===== config.mk =====
export PLATFORM = sky130hd
export DESIGN_NAME = serial_subtractor
export DESIGN_NICKNAME = d
export VERILOG_FILES = /design/src/rtl/serial_sub_pkg.sv /design/src/rtl/fullsub.sv /design/src/rtl/serial_subtractor.sv
export SDC_FILE = /design/constraint.sdc
export NUM_CORES = 1
export LEC_CHECK = 0
export BUFFER_PORTS_ARGS = -buffer_cell sky130_fd_sc_hd__buf_2
export CAP_MARGIN = 20
export CORE_MARGIN = 2
export CORE_UTILIZATION = 25
export DETAILED_ROUTE_END_ITERATION = 10
export PLACE_DENSITY_LB_ADDON = 0.05
export SETUP_SLACK_MARGIN = 0.3
export SKIP_LAST_GASP = 1
export SLEW_MARGIN = 30
export SYNTH_ARGS = -nofsm -noshare
export SYNTH_HDL_FRONTEND = slang
export SYNTH_SLANG_ARGS = --single-unit

===== constraint.sdc =====
create_clock -name clk -period 2.07 [get_ports clk]
set_input_delay 0.1035 -clock clk [delete_from_list [all_inputs] [get_ports clk]]
set_output_delay 0.1035 -clock clk [all_outputs]
set_load 0.05 [all_outputs]

===== src/rtl/serial_sub_pkg.sv =====
// Shared types for the bit-serial subtractor.
// Holds the FSM state encoding and the default operand width.
package serial_sub_pkg;

  typedef enum logic [1:0] {
    IDLE = 2'd0,
    RUN  = 2'd1,
    DONE = 2'd2
  } sub_state_t;

  localparam int SERIAL_SUB_WIDTH = 8;

endpackage


===== src/rtl/fullsub.sv =====
// One-bit full subtractor: d = a - b - bin, bo = borrow out.
// Purely combinational cell.
module fullsub (
  input  logic a,
  input  logic b,
  input  logic bin,
  output logic d,
  output logic bo
);

  assign d  = a ^ b ^ bin;
  assign bo = (~a & bin) | (~a & b) | (b & bin);

endmodule


===== src/rtl/serial_subtractor.sv =====
// Bit-serial unsigned subtractor, LSB first, one bit per clock.
// Operands in and result out over valid/ready handshakes.
module serial_subtractor
  import serial_sub_pkg::*;
#(
  parameter int WIDTH = SERIAL_SUB_WIDTH
) (
  input  logic             clk,
  input  logic             rst_n,
  input  logic             in_valid,
  output logic             in_ready,
  input  logic [WIDTH-1:0] a,
  input  logic [WIDTH-1:0] b,
  input  logic             bin,
  output logic             out_valid,
  input  logic             out_ready,
  output logic [WIDTH-1:0] diff,
  output logic             borrow_out
);

  localparam int CW = $clog2(WIDTH);
  localparam logic [CW-1:0] LAST = CW'(WIDTH - 1);

  sub_state_t state, nxt;

  logic [WIDTH-1:0] a_sh;
  logic [WIDTH-1:0] b_sh;
  logic [WIDTH-1:0] diff_sh;
  logic [CW-1:0]    bit_cnt;
  logic             brw;
  logic             d;
  logic             bo;

  fullsub u_cell (
    .a   (a_sh[0]),
    .b   (b_sh[0]),
    .bin (brw),
    .d   (d),
    .bo  (bo)
  );

  always_ff @(posedge clk or negedge rst_n) begin
    if (!rst_n) state <= IDLE;
    else        state <= nxt;
  end

  always_comb begin
    nxt = state;
    unique case (state)
      IDLE:    if (in_valid) nxt = RUN;
      RUN:     if (bit_cnt == LAST) nxt = DONE;
      DONE:    if (out_ready) nxt = IDLE;
      default: nxt = IDLE;
    endcase
  end

  always_ff @(posedge clk or negedge rst_n) begin
    if (!rst_n) begin
      a_sh    <= '0;
      b_sh    <= '0;
      diff_sh <= '0;
      bit_cnt <= '0;
      brw     <= 1'b0;
    end else if (state == IDLE && in_valid) begin
      a_sh    <= a;
      b_sh    <= b;
      brw     <= bin;
      bit_cnt <= '0;
    end else if (state == RUN) begin
      // Result bits enter at the MSB so the LSB lands at bit 0 last.
      a_sh    <= {1'b0, a_sh[WIDTH-1:1]};
      b_sh    <= {1'b0, b_sh[WIDTH-1:1]};
      diff_sh <= {d, diff_sh[WIDTH-1:1]};
      brw     <= bo;
      bit_cnt <= bit_cnt + 1'b1;
    end
  end

  assign in_ready   = (state == IDLE);
  assign out_valid  = (state == DONE);
  assign diff       = diff_sh;
  assign borrow_out = brw;

endmodule


==> run_results.csv, run 1 <==
group,metric,value,unit
timing,tns,0,ns
layout,nFillCells,556,
logic_synthesis,syn_nets,153,
grt,grt_util_met2,18.28,%
logic_synthesis,ys_warn_count,0,
pwr,switchingPower,1.212,mW
placed_design,io_buffers,31,
layout,stdcell_count,229,
logic_synthesis,synthTopCellsByCount,"30 x dfrtp_1, 24 x nand2_1, 22 x o22ai_1",
logic_synthesis,syn_area,1373,um2
floorplanning,die-area,6099,um2
cts,postCtsSetupBuffers,0,
logic_synthesis,syn_inst,129,
cts,clock-sinks,30,
worst_hold_path,min_path_type,"input pin to register",
logic_synthesis,synth_top_area_cell,"dfrtp_1",
worst_setup_path,max_stage_delay,0.53,ns
worst_setup_path,worstPathArrival,1.42,ns
timing,fmax,0.6584,GHz
grt,grt_overflow,0,
logic_synthesis,ys_async_sr_fraction,100.0,%
cts,clkLatencyLatePin,0.28,ns
grt,antenna_found_initial,0,
job,cap_violations,0,
logic_synthesis,yosys.area_share.adder,3.282,%
logic_synthesis,synth_compound_area_share,23.06,%
worst_setup_path,path_delay_family,"flip-flops",
cts,numCtsBuffers,5,
worst_setup_path,critical_path.slowest_cell,"dfrtp_1",
floorplanning,fp-row-count,26,
layout,fin_area,1627,um2
logic_synthesis,yosys.area_share.simple,11.94,%
timing,report.final.slew_viol_count,0,
logic_synthesis,synth_area_leaders,"dfrtp_1 55%, o22ai_1 10%, nand2_1 6.6%, a2bb2oi_1 3.8%, a21oi_1 3.3%",
grt,grt_max_degree,31,
floorplanning,die_h,78.10,um
logic_synthesis,netlist.area_leader.share,54.69,%
floorplanning,start_util,26.37,%
pwr,seq_power_share,39.0,%
grt,top_usage_layer,"met2",
logic_synthesis,synth_mux_area_share,0,%
placed_design,place_congestion,0.6779,
detailed_routing,routed_via_density,4.738,
floorplanning,core_region_area,5205,um2
outcome,status,"finished clean",
timing,final.min_clock_period,1.519,ns
worst_setup_path,path_cells,"inv_2 > nor2_1 > buf_2",
detailed_routing,dr.pass1.iters,4,
layout,multi_input_area,528.0,um2
pwr,p_per_area,1693,nW/um2
worst_setup_path,crit_required,1.97,ns
layout,utilization,31.25,%
grt,grtUsageMet3,4.138,%
worst_setup_path,timing_worst_setup_path_type,"register to output pin",
cts,clkTransAtPathRegs,0.06,ns
grt,grtUsageMet1,14.45,%
floorplanning,fp.dieW,78.10,um
pwr,p_int,1.542,mW
timing,finalCritPeriodShare,73.37,%
pwr,clkPwrFrac,16.0,%
logic_synthesis,synth_seq_cells,30,
logic_synthesis,synth_flop_cell,"dfrtp_1",
timing,worstMarginPinSlew,0.7103,ns
detailed_routing,finalWirelength,3226,um
worst_setup_path,cp_num_buf_inv,2,
detailed_routing,vias,1085,
grt,grt_pass1_vias,1100,
timing,max_slew_margin,52.65,%
layout,area_delta_synth_final,18.51,%
pwr,power.leakage,0.7556,nW
cts,htreeDepth,2,
logic_synthesis,ys_seq_area_share,54.69,%
logic_synthesis,synth_top_family_by_area,"compound AO/OA/AOI/OAI gates",
placed_design,dp_cells,221,
timing,whs,0.02432,ns
pwr,swShare,44.00,%
layout,layout-drive-gt1-share,27.67,%
detailed_routing,drt_iter0_drc,40,
worst_setup_path,crit_fanout,16,
placed_design,hpwl,2148,um
grt,grt.total_usage,11.52,%
cts,clockBufferDepth,2,
timing,clock_skew,0.005122,ns
timing,setup_viol,0,
layout,final_nets,183,
pwr,comb_power_share,45.0,%
detailed_routing,drc,0,
logic_synthesis,avgSynthCellArea,10.64,um2
logic_synthesis,ys_types,26,
pwr,ir_drop,0.4651,mV
cts,cts_tree,"done",
worst_setup_path,end_kind,"output pin",
layout,antenna_cells,0,
detailed_routing,wl_per_cell,14.09,um
placed_design,post_dp_cell_area,1538,um2
timing,rsz0062_at_grt,"no",
logic_synthesis,yosysMostFrequentCell,"dfrtp_1",
logic_synthesis,synth_xor_area_share,0,%
logic_synthesis,synth_edf_count,0,
cts,clock-root-buffer,"clkbuf_8",
detailed_routing,ant_nets,0,
floorplanning,ios,32,
layout,ff_latch_area,750.7,um2
grt,grt_pass1_wl,5395,um
worst_setup_path,start_kind,"register",
timing,hold_violations,0,
-- state kept, by name (all words and copies together), names as in the netlist --
signal	flops
a_sh	8
b_sh	8
bit_cnt	3
borrow_out	1
diff	8
state	2
-- routing by layer --
metal  part of all wire [%]  up-vias
met5                      0        -
met4                    1.1        0
met3                    6.1        4
met2                     46       35
met1                     47      521
li1                       -      525
-- per-stage QoR --
stage                     power (mW)  setup slack [ns]
after floorplan                2.116            0.4778
after global placement         2.325            0.4810
after detailed placement       2.349            0.3857
after CTS                      2.806            0.3785
after global routing           2.988            0.4274
final                          2.754            0.5512
-- worst register-to-register path, cell delays in order (launching register included) --
cell and delay, ns:
dfrtp_1 0.49, nand2b_2 0.43, o221a_1 0.35
-- placed cells by master, fill, tap and decap left out, drive strengths merged, types with 3 or more instances in the layout --
cell type,Yosys,layout
buf,10,32
dfrtp,30,30
nand2,25,25
o22ai,22,22
a21oi,9,9
clkbuf,0,7
a2bb2oi,6,6
nor2,4,4
nand2b,4,4
o21ai,4,4
inv,3,3
-- area by class of cell --
type / instances / area share (%)
Sequential cell: 30 / 46.15
Multi-Input combinational cell: 86 / 32.46
Tap cell: 70 / 5.385
Timing Repair Buffer: 33 / 10.62
Inverter: 3 / 0.6923
Clock buffer: 7 / 4.692
-- cells by family after synthesis --
group           after synthesis
compound gates               47
simple gates                 36
flops                        30
buf+inv                      13
fa+ha+maj                     3
-- power groups by stage --
| stage | combinational, mW | sequential [mW] | clock (mW) |
|---|---|---|---|
| after detailed placement | 1.26 | 1.09 | 0 |
| after floorplan | 0.827 | 1.29 | 0 |
| after global placement | 1.24 | 1.08 | 0 |
| final | 1.24 | 1.07 | 0.439 |
| after CTS | 1.27 | 1.08 | 0.463 |
| after global routing | 1.38 | 1.11 | 0.496 |
-- timing repair --
| item | in CTS | in global routing |
|---|---|---|
| gates resized for setup | 0 | 1 |
| setup endpoints to repair | 0 | 4 |
| hold endpoints to repair | 30 | 0 |
| hold buffers | 1 | 0 |
-- path summary, 6_finish.rpt --
kind                                 from   endpoint  slack [ns]  depth (start not counted)
worst max-delay path             state[1]  out_valid        0.55                          3
worst min-delay path            out_ready   state[1]        0.02                          2
worst max register to register   state[1]    a_sh[6]        0.69                          2
worst min register to register    diff[0]    diff[0]        0.47                          2
max in group asynchronous           rst_n    b_sh[2]        1.20                          2
min in group asynchronous           rst_n    diff[1]        0.42                          2
No activity file was read; power rests on OpenSTA's default activity.
==> run 2, diff against run 1 <==
--- a/config.mk
+++ b/config.mk
@@ -5,6 +5,7 @@
 export SDC_FILE = /design/constraint.sdc
 export NUM_CORES = 1
 export LEC_CHECK = 0
+export ABC_AREA = 1
 export BUFFER_PORTS_ARGS = -buffer_cell sky130_fd_sc_hd__buf_2
 export CAP_MARGIN = 20
 export CORE_MARGIN = 2
==> constraint.sdc (replaced) <==
create_clock -name clk -period 1.34 [get_ports clk]
set_input_delay 0.067 -clock clk [delete_from_list [all_inputs] [get_ports clk]]
set_output_delay 0.067 -clock clk [all_outputs]
set_load 0.05 [all_outputs]
==> run_results.csv, run 2 <==
group,metric,value,unit
grt,grt.total_usage,11.70,%
layout,multi_input_area,750.7,um2
floorplanning,die-area,6521,um2
worst_setup_path,start_kind,"register",
detailed_routing,vias,1194,
worst_setup_path,crit_path_start,"state[0]",
cts,clock-root-buffer,"clkbuf_8",
logic_synthesis,syn_area,1473,um2
cts,clock-sinks,30,
logic_synthesis,synth_top_area_cell,"dfrtp_1",
logic_synthesis,synthTopCellsByCount,"44 x nand2_1, 30 x dfrtp_1, 22 x nand3_2",
grt,grt_pass1_wl,5692,um
pwr,seq_power_share,30.6,%
logic_synthesis,ys_seq_area_share,50.98,%
timing,hold_violations,0,
placed_design,post_dp_cell_area,1727,um2
logic_synthesis,netlist.area_leader.share,50.98,%
floorplanning,die_h,80.75,um
timing,fmax,0.8676,GHz
pwr,swShare,44.56,%
timing,setup_viol,0,
pwr,p_per_area,2315,nW/um2
timing,clock_skew,0.004563,ns
logic_synthesis,synth_flop_cell,"dfrtp_1",
worst_setup_path,timing_worst_setup_path_type,"register to register",
timing,max_slew_margin,75.47,%
floorplanning,fp.dieW,80.75,um
logic_synthesis,syn_inst,148,
grt,grt_max_degree,26,
worst_setup_path,crit_fanout,10,
worst_hold_path,min_path_type,"input pin to register",
pwr,comb_power_share,55.6,%
pwr,p_int,2.788,mW
grt,top_usage_layer,"met2",
worst_hold_path,hold_start,"a[7]",
timing,worstMarginPinSlew,0.3680,ns
grt,grtUsageMet3,4.222,%
detailed_routing,finalWirelength,3842,um
floorplanning,ios,32,
layout,ff_latch_area,754.5,um2
logic_synthesis,syn_nets,172,
worst_setup_path,rr_startpoint,"state[0]",
grt,grt_util_met2,17.92,%
layout,layout_common_cells,"42 x nand2_1, 29 x buf_2, 27 x nand3_2, 27 x dfrtp_1, 12 x nand2_2",
pwr,switchingPower,2.240,mW
logic_synthesis,avgSynthCellArea,9.950,um2
pwr,power.leakage,1.057,nW
grt,grtUsageMet1,15.51,%
floorplanning,fp-row-count,27,
worst_setup_path,worstPathArrival,1.37,ns
worst_setup_path,end_kind,"register",
timing,report.final.slew_viol_count,0,
placed_design,io_buffers,31,
logic_synthesis,synth_area_leaders,"dfrtp_1 51%, nand3_2 15%, nand2_1 11%, nand2_2 4.7%, nand3_1 3.4%",
cts,cts_tree,"done",
pwr,ir_drop,0.9046,mV
detailed_routing,dr.pass1.iters,2,
logic_synthesis,ys_types,17,
timing,tns,0,ns
cts,clkTransAtPathRegs,0.06,ns
outcome,status,"finished clean",
layout,antenna_cells,0,
layout,layout-drive-gt1-share,57.43,%
layout,utilization,38.73,%
placed_design,hpwl,2310,um
cts,htreeDepth,2,
timing,final.min_clock_period,1.153,ns
cts,clkLatencyLatePin,0.28,ns
floorplanning,core_region_area,5608,um2
logic_synthesis,ys_warn_count,0,
logic_synthesis,synth_edf_count,0,
floorplanning,start_util,26.26,%
layout,final_common_cell,"nand2_1",
layout,nFillCells,599,
timing,rsz0062_at_grt,"yes",
logic_synthesis,synth_seq_cells,30,
grt,grt_pass1_vias,1168,
grt,antenna_found_initial,0,
logic_synthesis,yosysMostFrequentCell,"nand2_1",
detailed_routing,wl_per_cell,14.02,um
worst_setup_path,crit_required,1.55,ns
logic_synthesis,ys_async_sr_fraction,100.0,%
cts,clockBufferDepth,2,
detailed_routing,ant_nets,0,
placed_design,place_congestion,0.6666,
timing,finalCritPeriodShare,86.02,%
layout,final_nets,226,
layout,fin_area,2172,um2
cts,numCtsBuffers,5,
detailed_routing,routed_via_density,4.358,
grt,grt_overflow,0,
pwr,clkPwrFrac,13.8,%
detailed_routing,drt_iter0_drc,39,
job,cap_violations,0,
detailed_routing,drc,0,
layout,area_delta_synth_final,47.49,%
-- run 2: cell types whose count changed in the layout (fill, tap and decap cells not counted), moves of 9 or more --
cell and change:
a21oi_1 -9, nand2_1 +18, nand2_2 +11, nand3_2 +27
o21ai_1 +9, o22ai_1 -22
-- run 2: power by group through the flow --
stage          clock network, mW  logic, mW  registers [mW]
3_3_place_gp                   0       1.99            1.54
3_5_place_dp                   0       2.02            1.54
6_report                   0.691       2.80            1.54
2_1_floorplan                  0       1.22            1.91
4_1_cts                    0.725       2.18            1.54
5_1_grt                    0.758       3.03            1.58
-- run 2: routing by layer --
metal | share of wire, % | wire (um) | vias up
met2 | 47 | 1814 | 25
met1 | 47 | 1808 | 575
met4 | 1.1 | 43 | 0
li1 | - | - | 589
met3 | 4.6 | 176 | 5
met5 | 0 | 0 | -
-- run 2: worst paths after layout --
| path | slack, ns | to | cells past startpoint |
|---|---|---|---|
| max | 0.19 | borrow_out | 5 |
| min | 0.02 | a_sh[7] | 3 |
| max reg2reg | 0.19 | borrow_out | 5 |
| min reg2reg | 0.47 | diff[0] | 2 |
| max in group asynchronous | 0.69 | state[1] | 3 |
| min in group asynchronous | 0.23 | diff[4] | 2 |
-- run 2: area by class of cell --
cell class / instances / area share [%]
tap: 72 / 4.147
timing repair inverter: 3 / 1.555
clock buffer: 7 / 3.514
timing repair buffer: 52 / 19.53
sequential: 30 / 34.74
inverter: 8 / 1.959
multi-input combinational: 102 / 34.56
-- run 2: metrics by stage --
stage          hold slack [ns]  instances  total power [mW]  setup slack (ns)
6_report               0.01623        274             5.028            0.1874
5_1_grt                0.01895        274             5.376            0.1301
4_1_cts                0.02055        263             4.447            0.1707
3_5_place_dp         -0.007995        250             3.562            0.1773
3_3_place_gp         -0.009493        250             3.532            0.2139
2_1_floorplan          -0.2286        148             3.131            0.1571
-- run 2: logic make-up (layout without fill, tap and decap cells) --
| kind of cell | Yosys count | after routing | synth area share, % |
|---|---|---|---|
| AO/OA/AOI/OAI | 11 | 11 | 3.993 |
| AND/OR/NAND/NOR | 88 | 88 | 35.00 |
| adder cells (fa/ha/maj) | 3 | 3 | 3.058 |
| buffers and inverters | 16 | 70 | 6.967 |
| flip-flops | 30 | 30 | 50.98 |
-- run 2: critical path: stages, from the launching register on --
cell and delay (ns):
dfrtp_2 0.45, buf_4 0.16, o21ai_4 0.17, buf_6 0.17, nand2_1 0.07, nand3_2 0.07
-- run 2: timing repair --
item                                   CTS  global route
setup buffers                            4             6
setup endpoints to repair               28            31
hold buffers                             2             0
gates resized for setup                 12            34
cloned                                   0             5
pin swaps                                2            15
endpoints found under the hold margin   31             0
